[config.mk]
export PLATFORM = sky130hd
export DESIGN_NAME = alu_seq
export DESIGN_NICKNAME = d
export VERILOG_FILES = /design/src/rtl/alu_seq_pkg.sv /design/src/rtl/alu_settle_timer.sv /design/src/rtl/alu_seq.sv
export SDC_FILE = /design/constraint.sdc
export NUM_CORES = 1
export LEC_CHECK = 0
export BUFFER_PORTS_ARGS = -buffer_cell sky130_fd_sc_hd__clkbuf_2
export CAP_MARGIN = 20
export CORE_MARGIN = 4
export CORE_UTILIZATION = 50
export CTS_BUF_LIST = sky130_fd_sc_hd__clkbuf_4 sky130_fd_sc_hd__clkbuf_8
export CTS_CLUSTER_SIZE = 8
export DETAILED_ROUTE_END_ITERATION = 7
export HOLD_SLACK_MARGIN = 0.03
export PLACE_DENSITY = 0.91
export SLEW_MARGIN = 10
export SYNTH_ARGS = -nofsm -noshare
export SYNTH_HDL_FRONTEND = slang
export SYNTH_SLANG_ARGS = --single-unit
export TNS_END_PERCENT = 100
[constraint.sdc]
create_clock -name clk -period 4.6 [get_ports clk]
set_input_delay 0.46 -clock clk [delete_from_list [all_inputs] [get_ports clk]]
set_output_delay 0.46 -clock clk [all_outputs]
set_load 0.005 [all_outputs]
[src/rtl/alu_seq_pkg.sv]
// Shared definitions for the ALU ROM sequencer: FSM state encoding, op codes
// common with the ROM image generator, and default timing parameters.
package alu_seq_pkg;

    typedef enum logic [1:0] {
        ST_IDLE    = 2'd0,
        ST_SETTLE  = 2'd1,
        ST_CAPTURE = 2'd2,
        ST_DONE    = 2'd3
    } state_t;

    localparam int DEFAULT_SETTLE_CYCLES = 4;
    localparam int DEFAULT_CNT_W         = 3;

    // Op codes must match the table layout burned into both nibble ROMs
    localparam logic [3:0] OP_ADD    = 4'h0;
    localparam logic [3:0] OP_SUB    = 4'h1;
    localparam logic [3:0] OP_AND    = 4'h2;
    localparam logic [3:0] OP_OR     = 4'h3;
    localparam logic [3:0] OP_XOR    = 4'h4;
    localparam logic [3:0] OP_PASS_A = 4'h5;
    localparam logic [3:0] OP_PASS_B = 4'h6;
    localparam logic [3:0] OP_SHL    = 4'h7;

    function automatic bit settle_fits(input int settle_cycles, input int cnt_w);
        return (settle_cycles >= 1) && ((1 << cnt_w) > settle_cycles);
    endfunction

endpackage

[src/rtl/alu_settle_timer.sv]
// Down-counter that times the ROM access window; loads, decrements without
// wrapping, and flags when it has reached zero.
module alu_settle_timer #(
    parameter int CNT_W = 3
) (
    input  logic             clk,
    input  logic             rst,
    input  logic             load,
    input  logic [CNT_W-1:0] load_value,
    input  logic             dec,
    output logic             is_zero
);

    logic [CNT_W-1:0] count;

    always_ff @(posedge clk) begin
        if (rst) begin
            count <= '0;
        end else if (load) begin
            count <= load_value;
        end else if (dec && (count != '0)) begin
            count <= count - CNT_W'(1);
        end
    end

    assign is_zero = (count == '0);

endmodule

[src/rtl/alu_seq.sv]
// Sequencer for the two nibble ALU ROMs: latches operands, holds n_oe low for
// the EEPROM access time, then captures the result and flags.
module alu_seq
    import alu_seq_pkg::*;
#(
    parameter int SETTLE_CYCLES = DEFAULT_SETTLE_CYCLES,
    parameter int CNT_W         = DEFAULT_CNT_W
) (
    input  logic       clk,
    input  logic       rst,
    input  logic       start,
    input  logic [3:0] op,
    input  logic       invert,
    input  logic       carry_in,
    input  logic [7:0] a_in,
    input  logic [7:0] b_in,
    output logic       busy,
    output logic       done,
    output logic [7:0] result,
    output logic       carry,
    output logic       zero,
    output logic [7:0] alu_a,
    output logic [7:0] alu_b,
    output logic [3:0] alu_op,
    output logic       alu_invert,
    output logic       alu_carry_in,
    output logic       alu_n_oe,
    input  logic [7:0] alu_res,
    input  logic       alu_n_carry
);

    localparam logic [CNT_W-1:0] LOAD_VALUE = CNT_W'(SETTLE_CYCLES - 1);

    state_t state;
    state_t state_next;
    logic   accept;
    logic   timer_zero;

    assign accept = (state == ST_IDLE) && start;

    alu_settle_timer #(
        .CNT_W(CNT_W)
    ) u_timer (
        .clk       (clk),
        .rst       (rst),
        .load      (accept),
        .load_value(LOAD_VALUE),
        .dec       (state == ST_SETTLE),
        .is_zero   (timer_zero)
    );

    always_ff @(posedge clk) begin
        if (rst) begin
            state <= ST_IDLE;
        end else begin
            state <= state_next;
        end
    end

    // Starts arriving outside IDLE are dropped, never queued
    always_comb begin
        state_next = state;
        case (state)
            ST_IDLE:    if (start) state_next = ST_SETTLE;
            ST_SETTLE:  if (timer_zero) state_next = ST_CAPTURE;
            ST_CAPTURE: state_next = ST_DONE;
            ST_DONE:    state_next = ST_IDLE;
            default:    state_next = ST_IDLE;
        endcase
    end

    // ROM address/control regs freeze for the whole access; n_oe released at capture
    always_ff @(posedge clk) begin
        if (rst) begin
            alu_a        <= 8'h00;
            alu_b        <= 8'h00;
            alu_op       <= 4'h0;
            alu_invert   <= 1'b0;
            alu_carry_in <= 1'b0;
            alu_n_oe     <= 1'b1;
            result       <= 8'h00;
            carry        <= 1'b0;
            zero         <= 1'b0;
        end else begin
            if (accept) begin
                alu_a        <= a_in;
                alu_b        <= b_in;
                alu_op       <= op;
                alu_invert   <= invert;
                alu_carry_in <= carry_in;
                alu_n_oe     <= 1'b0;
            end
            if (state == ST_CAPTURE) begin
                result   <= alu_res;
                carry    <= ~alu_n_carry;
                zero     <= (alu_res == 8'h00);
                alu_n_oe <= 1'b1;
            end
        end
    end

    assign busy = (state == ST_SETTLE) || (state == ST_CAPTURE);
    assign done = (state == ST_DONE);

endmodule

==> impl_metrics.tcl, run 1 <==
set metrics [dict create \
    outcome "complete, no violations" \
    ir_drop_mv 0.323 \
    slowest_delay_ns 0.65 \
    gp_congestion 0.716 \
    core_mm2 0.00308 \
    maxCapViolations 0 \
    port_buffers 68 \
    synth_top_area_share_pct 46.6 \
    cts_hold_buf 0 \
    cts_tree "done" \
    cp_max_fo 25 \
    arrival_ns 2.06 \
    drc_errors 0 \
    grt_first_pass_wirelength_um 5510 \
    path_common_cell "nand2_1" \
    place_inst 270 \
    post_cts_buffers 0 \
    tightest_slew_ns 1.00 \
    synthTopCellsByArea "dfxtp_1, a21oi_2, nand2_1, ha_1, mux2i_1" \
    synth-edff-count 0 \
    clk_pin_slew_worst_paths_ns 0.12 \
    synthCells 168 \
    layout.nets 274 \
    final_cell_mix "clkbuf_2, nand2_1, dfxtp_1" \
    fin_ws_ns 2.80 \
    dp_hpwl_um 2400 \
    layout_commonest_cell "clkbuf_2" \
    ant_nets 0 \
    yosys_warnings 0 \
    yosys.area.top_type "dfxtp_1" \
    multiInputGateArea_um2 758 \
    drt-initial-drc-count 70 \
    max-clock-path-buffers 2 \
    stdcell_count 278 \
    p_leak_nw 0.896 \
    grt_pass1_vias 1256 \
    dr_total_vias 1320 \
    synth_cell_types 29 \
    path_class "reg -> reg" \
    track_usage_pct 16.5 \
    ys_ff_latch 38 \
    drive_gt1_share_pct 45.7 \
    clkLatencyLatePin_ns 0.34 \
    finalSetupTns_ns 0 \
    post-route-util_pct 66.4 \
    drv_slew 0 \
    fp.dieH_um 65.1 \
    antenna_found_initial 0 \
    clock-sinks 38 \
    fp-row-count 20 \
    dpl_worst_slack_ns 2.84 \
    ys.flop_type "dfxtp_1" \
    rsz0062_at_grt "no" \
    period_needed_ns 1.80 \
    async_reset_ff_share_pct 0 \
    grt_max_degree 39 \
    cts_resized 0 \
    die_w_um 65.1 \
    yosysSeqAreaShare_pct 46.6 \
    diodes 0 \
    htreeDepth 2 \
    cpMaxStageDelayCell "nand2_1" \
    nFillCells 259 \
    wirelength_um 3260 \
    via_per_inst 4.75 \
    syn_area_mm2 0.00163 \
    cts-root-buf "clkbuf_4" \
    initial_core_util_pct 53.0 \
    relSlewSlack_pct 33.1 \
    ios 69 \
    period_share_pct 39.1 \
    die-area_mm2 0.00424 \
    numCtsBuffers 5 \
    syn_to_final_growth_pct 25.3 \
    hp-class "in -> reg" \
    synth_nets 209 \
    crit_path_start_kind "register" \
    cp_data_required_time_ns 4.86 \
    end_kind "register" \
    synth.avg_cell_area_um2 9.71 \
    wire_per_inst_um 11.7 \
    crit_chain "inv_1 -> ha_1 -> nand2_1 -> nand2_1 -> a21oi_2" \
    dr.pass1.iters 4 \
    grt_overflow 0 \
    layout.area.seq_um2 761 \
    max_freq_ghz 0.556 \
    p_per_area_mw_per_mm2 564 \
    finalHoldViolations 0 \
    setup_viol 0 \
    clock_skew_ns 0.00901 \
]
==> registers in the layout, indices dropped and copies added (netlist names) <==
name           count
alu_carry_in       1
alu_invert         1
carry              1
result             8
alu_b              8
u_timer.count      3
alu_a              8
alu_op             4
zero               1
state              2
alu_n_oe           1
==> Yosys cell counts (2+ instances only) <==
cell	number
buf_12	2
buf_4	2
a21oi_1	6
nor4_1	3
mux2i_1	8
inv_1	5
nand2_2	4
dfxtp_1	38
nand2_1	41
buf_2	4
a21oi_2	21
ha_1	7
nand3_1	2
nor2_1	10
==> final cells by class <==
type	count	share of cell area (%)
well taps	44	2.69
repair buffers	68	16.6
multi-input cells	115	37.1
inverters	5	0.918
clock inverters	2	2.94
clock buffers	6	2.51
flip-flops and latches	38	37.2
==> power by group <==
part	switching (mW)	leakage, nW	internal, mW
Clock	0.107	0.0585	0.184
Sequential	0.0413	0.311	0.402
Combinational	0.228	0.526	0.190
==> final timing paths <==
path                     from   endpoint  slack, ns  cells past startpoint
setup / recovery     state[0]   alu_b[6]       2.80                      5
hold reg to reg     alu_op[0]  alu_op[0]       0.46                      2
hold / removal    alu_n_carry      carry       0.29                      2
setup reg to reg     state[0]   alu_b[6]       2.80                      5
==> metal layers <==
| metal | up-vias | share of wire [%] | GRT usage (%) |
|---|---|---|---|
| met5 | - | 0 | 0 |
| met4 | 0 | 0.98 | 4.66 |
| met3 | 5 | 5.4 | 5.64 |
| met2 | 34 | 52 | 29.2 |
| met1 | 605 | 42 | 18.7 |
| li1 | 676 | - | - |
==> through the flow <==
stage,area (um2),hold WS (ns),total power [mW]
finish,2040,0.288,1.15
CTS,2040,0.279,1.17
global placement,1930,0.444,0.861
detailed placement,1930,0.450,0.875
floorplan,1630,0.453,0.792
global route,2040,0.279,1.24
==> cell families (layout without fill, tap and decap cells) <==
logic type               Yosys count  count (layout)  share of synthesized area, %
XOR/XNOR                           1               1                         0.537
multiplexers                       9               9                          5.83
buffers and inverters             15              81                          6.90
flip-flops                        38              38                          46.6
adder cells (fa/ha/maj)            7               7                          5.37
AO/OA/AOI/OAI                     31              31                          16.1
AND/OR/NAND/NOR                   67              67                          18.6
==> critical path: cells and delay by family, from the launching register on <==
kind / cells / cell delay (ns)
fa+ha+maj: 1 / 0.23
buf+inv: 1 / 0.10
compound gates: 1 / 0.16
flops: 1 / 0.40
simple gates: 2 / 0.83
Power figures use the tool's default switching activity.
==> inputs of run 2 (changes only) <==
--- a/config.mk
+++ b/config.mk
@@ -5,15 +5,16 @@
 export SDC_FILE = /design/constraint.sdc
 export NUM_CORES = 1
 export LEC_CHECK = 0
+export ABC_AREA = 1
 export BUFFER_PORTS_ARGS = -buffer_cell sky130_fd_sc_hd__clkbuf_2
 export CAP_MARGIN = 20
 export CORE_MARGIN = 4
-export CORE_UTILIZATION = 50
+export CORE_UTILIZATION = 48
 export CTS_BUF_LIST = sky130_fd_sc_hd__clkbuf_4 sky130_fd_sc_hd__clkbuf_8
 export CTS_CLUSTER_SIZE = 8
 export DETAILED_ROUTE_END_ITERATION = 7
 export HOLD_SLACK_MARGIN = 0.03
-export PLACE_DENSITY = 0.91
+export PLACE_DENSITY = 0.89
 export SLEW_MARGIN = 10
 export SYNTH_ARGS = -nofsm -noshare
 export SYNTH_HDL_FRONTEND = slang
==> constraint.sdc (replaced) <==
create_clock -name clk -period 1.75 [get_ports clk]
set_input_delay 0.175 -clock clk [delete_from_list [all_inputs] [get_ports clk]]
set_output_delay 0.175 -clock clk [all_outputs]
set_load 0.005 [all_outputs]
==> run 2 against run 1 <==
Via count rose by 8.2%; sequential share of layout area up 2.0 points; critical path depth unchanged; routed wire length is 1.7% higher; utilization fell by 2.9 points; combinational power rose to 2.5 times the previous value; first-iteration DRC count rose by 8.6%; worst hold slack lost 0.22 ns; largest power group unchanged.
==> impl_metrics.tcl, run 2 <==
set metrics [dict create \
    yosys.area.top_type "dfxtp_1" \
    die-area_mm2 0.00415 \
    grt_max_degree 35 \
    gp_congestion 0.690 \
    drive_gt1_share_pct 30.3 \
    place_inst 299 \
    synth.avg_cell_area_um2 7.83 \
    yosysMostFrequentCell "nor2_1" \
    end_kind "register" \
    rsz0062_at_grt "no" \
    hp-class "in -> reg" \
    synthTopCellsByArea "dfxtp_1, nor2_1, o21ai_0, ha_1, nand2_1" \
    grt_overflow 0 \
    ant_nets 0 \
    diodes 0 \
    dpl_worst_slack_ns 0.313 \
    port_buffers 68 \
    maxCapViolations 0 \
    reg_top3 "alu_a (8), alu_b (8), result (8)" \
    track_usage_pct 17.0 \
    p_per_area_mw_per_mm2 1480 \
    tightest_slew_ns 0.525 \
    wirelength_um 3320 \
    yosysSeqAreaShare_pct 49.8 \
    clkLatencyLatePin_ns 0.33 \
    p_leak_nw 1.01 \
    ys_ff_latch 38 \
    layout_commonest_cell "clkbuf_2" \
    yosys_warnings 0 \
    power_mw 2.87 \
    nFillCells 309 \
    antenna_found_initial 0 \
    max-clock-path-buffers 2 \
    core_mm2 0.00305 \
    layout.nets 304 \
    via_per_inst 4.64 \
    post_cts_buffers 0 \
    cts_tree "done" \
    dr.pass1.iters 4 \
    setup_viol 0 \
    stdcell_count 308 \
    finalHoldViolations 0 \
    syn_to_final_growth_pct 27.0 \
    grt_first_pass_wirelength_um 5430 \
    fp.dieH_um 64.4 \
    outcome "complete, no violations" \
    cts-root-buf "clkbuf_4" \
    initial_core_util_pct 50.0 \
    drv_slew 0 \
    die_w_um 64.4 \
    final_cell_mix "clkbuf_2, nor2_1, dfxtp_1" \
    fp-row-count 20 \
    period_share_pct 82.9 \
    post-route-util_pct 63.5 \
    max_freq_ghz 0.689 \
    htreeDepth 2 \
    clk_pin_slew_worst_paths_ns 0.11 \
    yosys-top-cells-count "nor2_1, dfxtp_1, o21ai_0" \
    synthCells 195 \
    numCtsBuffers 5 \
    drt-initial-drc-count 76 \
    crit_chain "inv_1 -> ha_1 -> buf_4 -> o21ai_0 -> nor2_1" \
    arrival_ns 1.68 \
    cpMaxStageDelayCell "dfxtp_1" \
    drc_errors 0 \
    cp_data_required_time_ns 1.98 \
    synth-edff-count 0 \
    wire_per_inst_um 10.8 \
    rrSetupSlack_ns 0.30 \
    dr_total_vias 1428 \
    ios 69 \
    async_reset_ff_share_pct 0 \
    path_class "reg -> reg" \
    period_needed_ns 1.45 \
    fin_ws_ns 0.298 \
    dp_hpwl_um 2450 \
    slowest_delay_ns 0.40 \
    ys.flop_type "dfxtp_1" \
    ir_drop_mv 0.835 \
    synth_nets 236 \
    clock_skew_ns 0.00846 \
    grt_pass1_vias 1258 \
    cp_max_fo 17 \
    synth_top_area_share_pct 49.8 \
    clock-sinks 38 \
    finalSetupTns_ns 0 \
    relSlewSlack_pct 65.0 \
    crit_path_start_kind "register" \
    synth_cell_types 18 \
    syn_area_mm2 0.00153 \
]
==> run 2: final timing paths <==
check / from / end / cells after the start
max: state[0] / result[7] / 5
min: rst / u_timer.count[1] / 2
max reg2reg: state[0] / result[7] / 5
min reg2reg: alu_n_oe / alu_n_oe / 2
==> run 2: critical path, delay by kind of cell (launching register included) <==
family	cells	cell delay, ns
AOI/OAI and AO/OA	1	0.17
adders and majority gates	1	0.39
buffers and inverters	2	0.32
DFF	1	0.40
and+or+nand+nor	1	0.06
==> run 2: stage by stage <==
stage	hold WS [ns]	area (um2)
after floorplan	0.244	1530
after CTS	0.0531	1940
after detailed placement	0.366	1850
final	0.0666	1940
after global routing	0.0357	1940
after global placement	0.360	1850
==> run 2: where the power goes <==
group	internal [mW]	total [mW]	switching, mW
clock	0.275	0.540	0.265
combinational	0.456	1.06	0.605
sequential	1.12	1.26	0.141
total	1.85	2.87	1.01
==> run 2: final cells by class <==
| class | count | area, um2 | area share [%] |
|---|---|---|---|
| Sequential cell | 38 | 761 | 39.2 |
| Multi-Input combinational cell | 134 | 632 | 32.6 |
| Timing Repair Buffer | 70 | 358 | 18.5 |
| Clock buffer | 8 | 78.8 | 4.06 |
| Inverter | 14 | 55.1 | 2.84 |
| Tap cell | 44 | 55.1 | 2.84 |
==> run 2: kinds of logic (layout without fill, tap and decap cells) <==
| logic type | after synthesis | in the layout | share of synthesized area, % |
|---|---|---|---|
| compound gates | 40 | 40 | 13.1 |
| fa+ha+maj | 7 | 7 | 5.74 |
| buf+inv | 23 | 92 | 8.77 |
| flops | 38 | 38 | 49.8 |
| simple gates | 87 | 87 | 22.5 |
==> run 2: repair_timing <==
| action | CTS | global route |
|---|---|---|
| hold endpoints to repair | 1 | 0 |
| resized for setup | 0 | 0 |
| hold buffers | 1 | 0 |
==> run 2: routing by layer <==
metal / up-vias / track usage (%) / part of all wire [%] / routed length (um)
met1: 605 / 19.0 / 43 / 1430
met4: 0 / 6.33 / 1.8 / 59
met2: 62 / 28.4 / 46 / 1520
met3: 7 / 7.38 / 9.4 / 313
met5: - / 0 / 0 / 0
li1: 754 / - / - / -
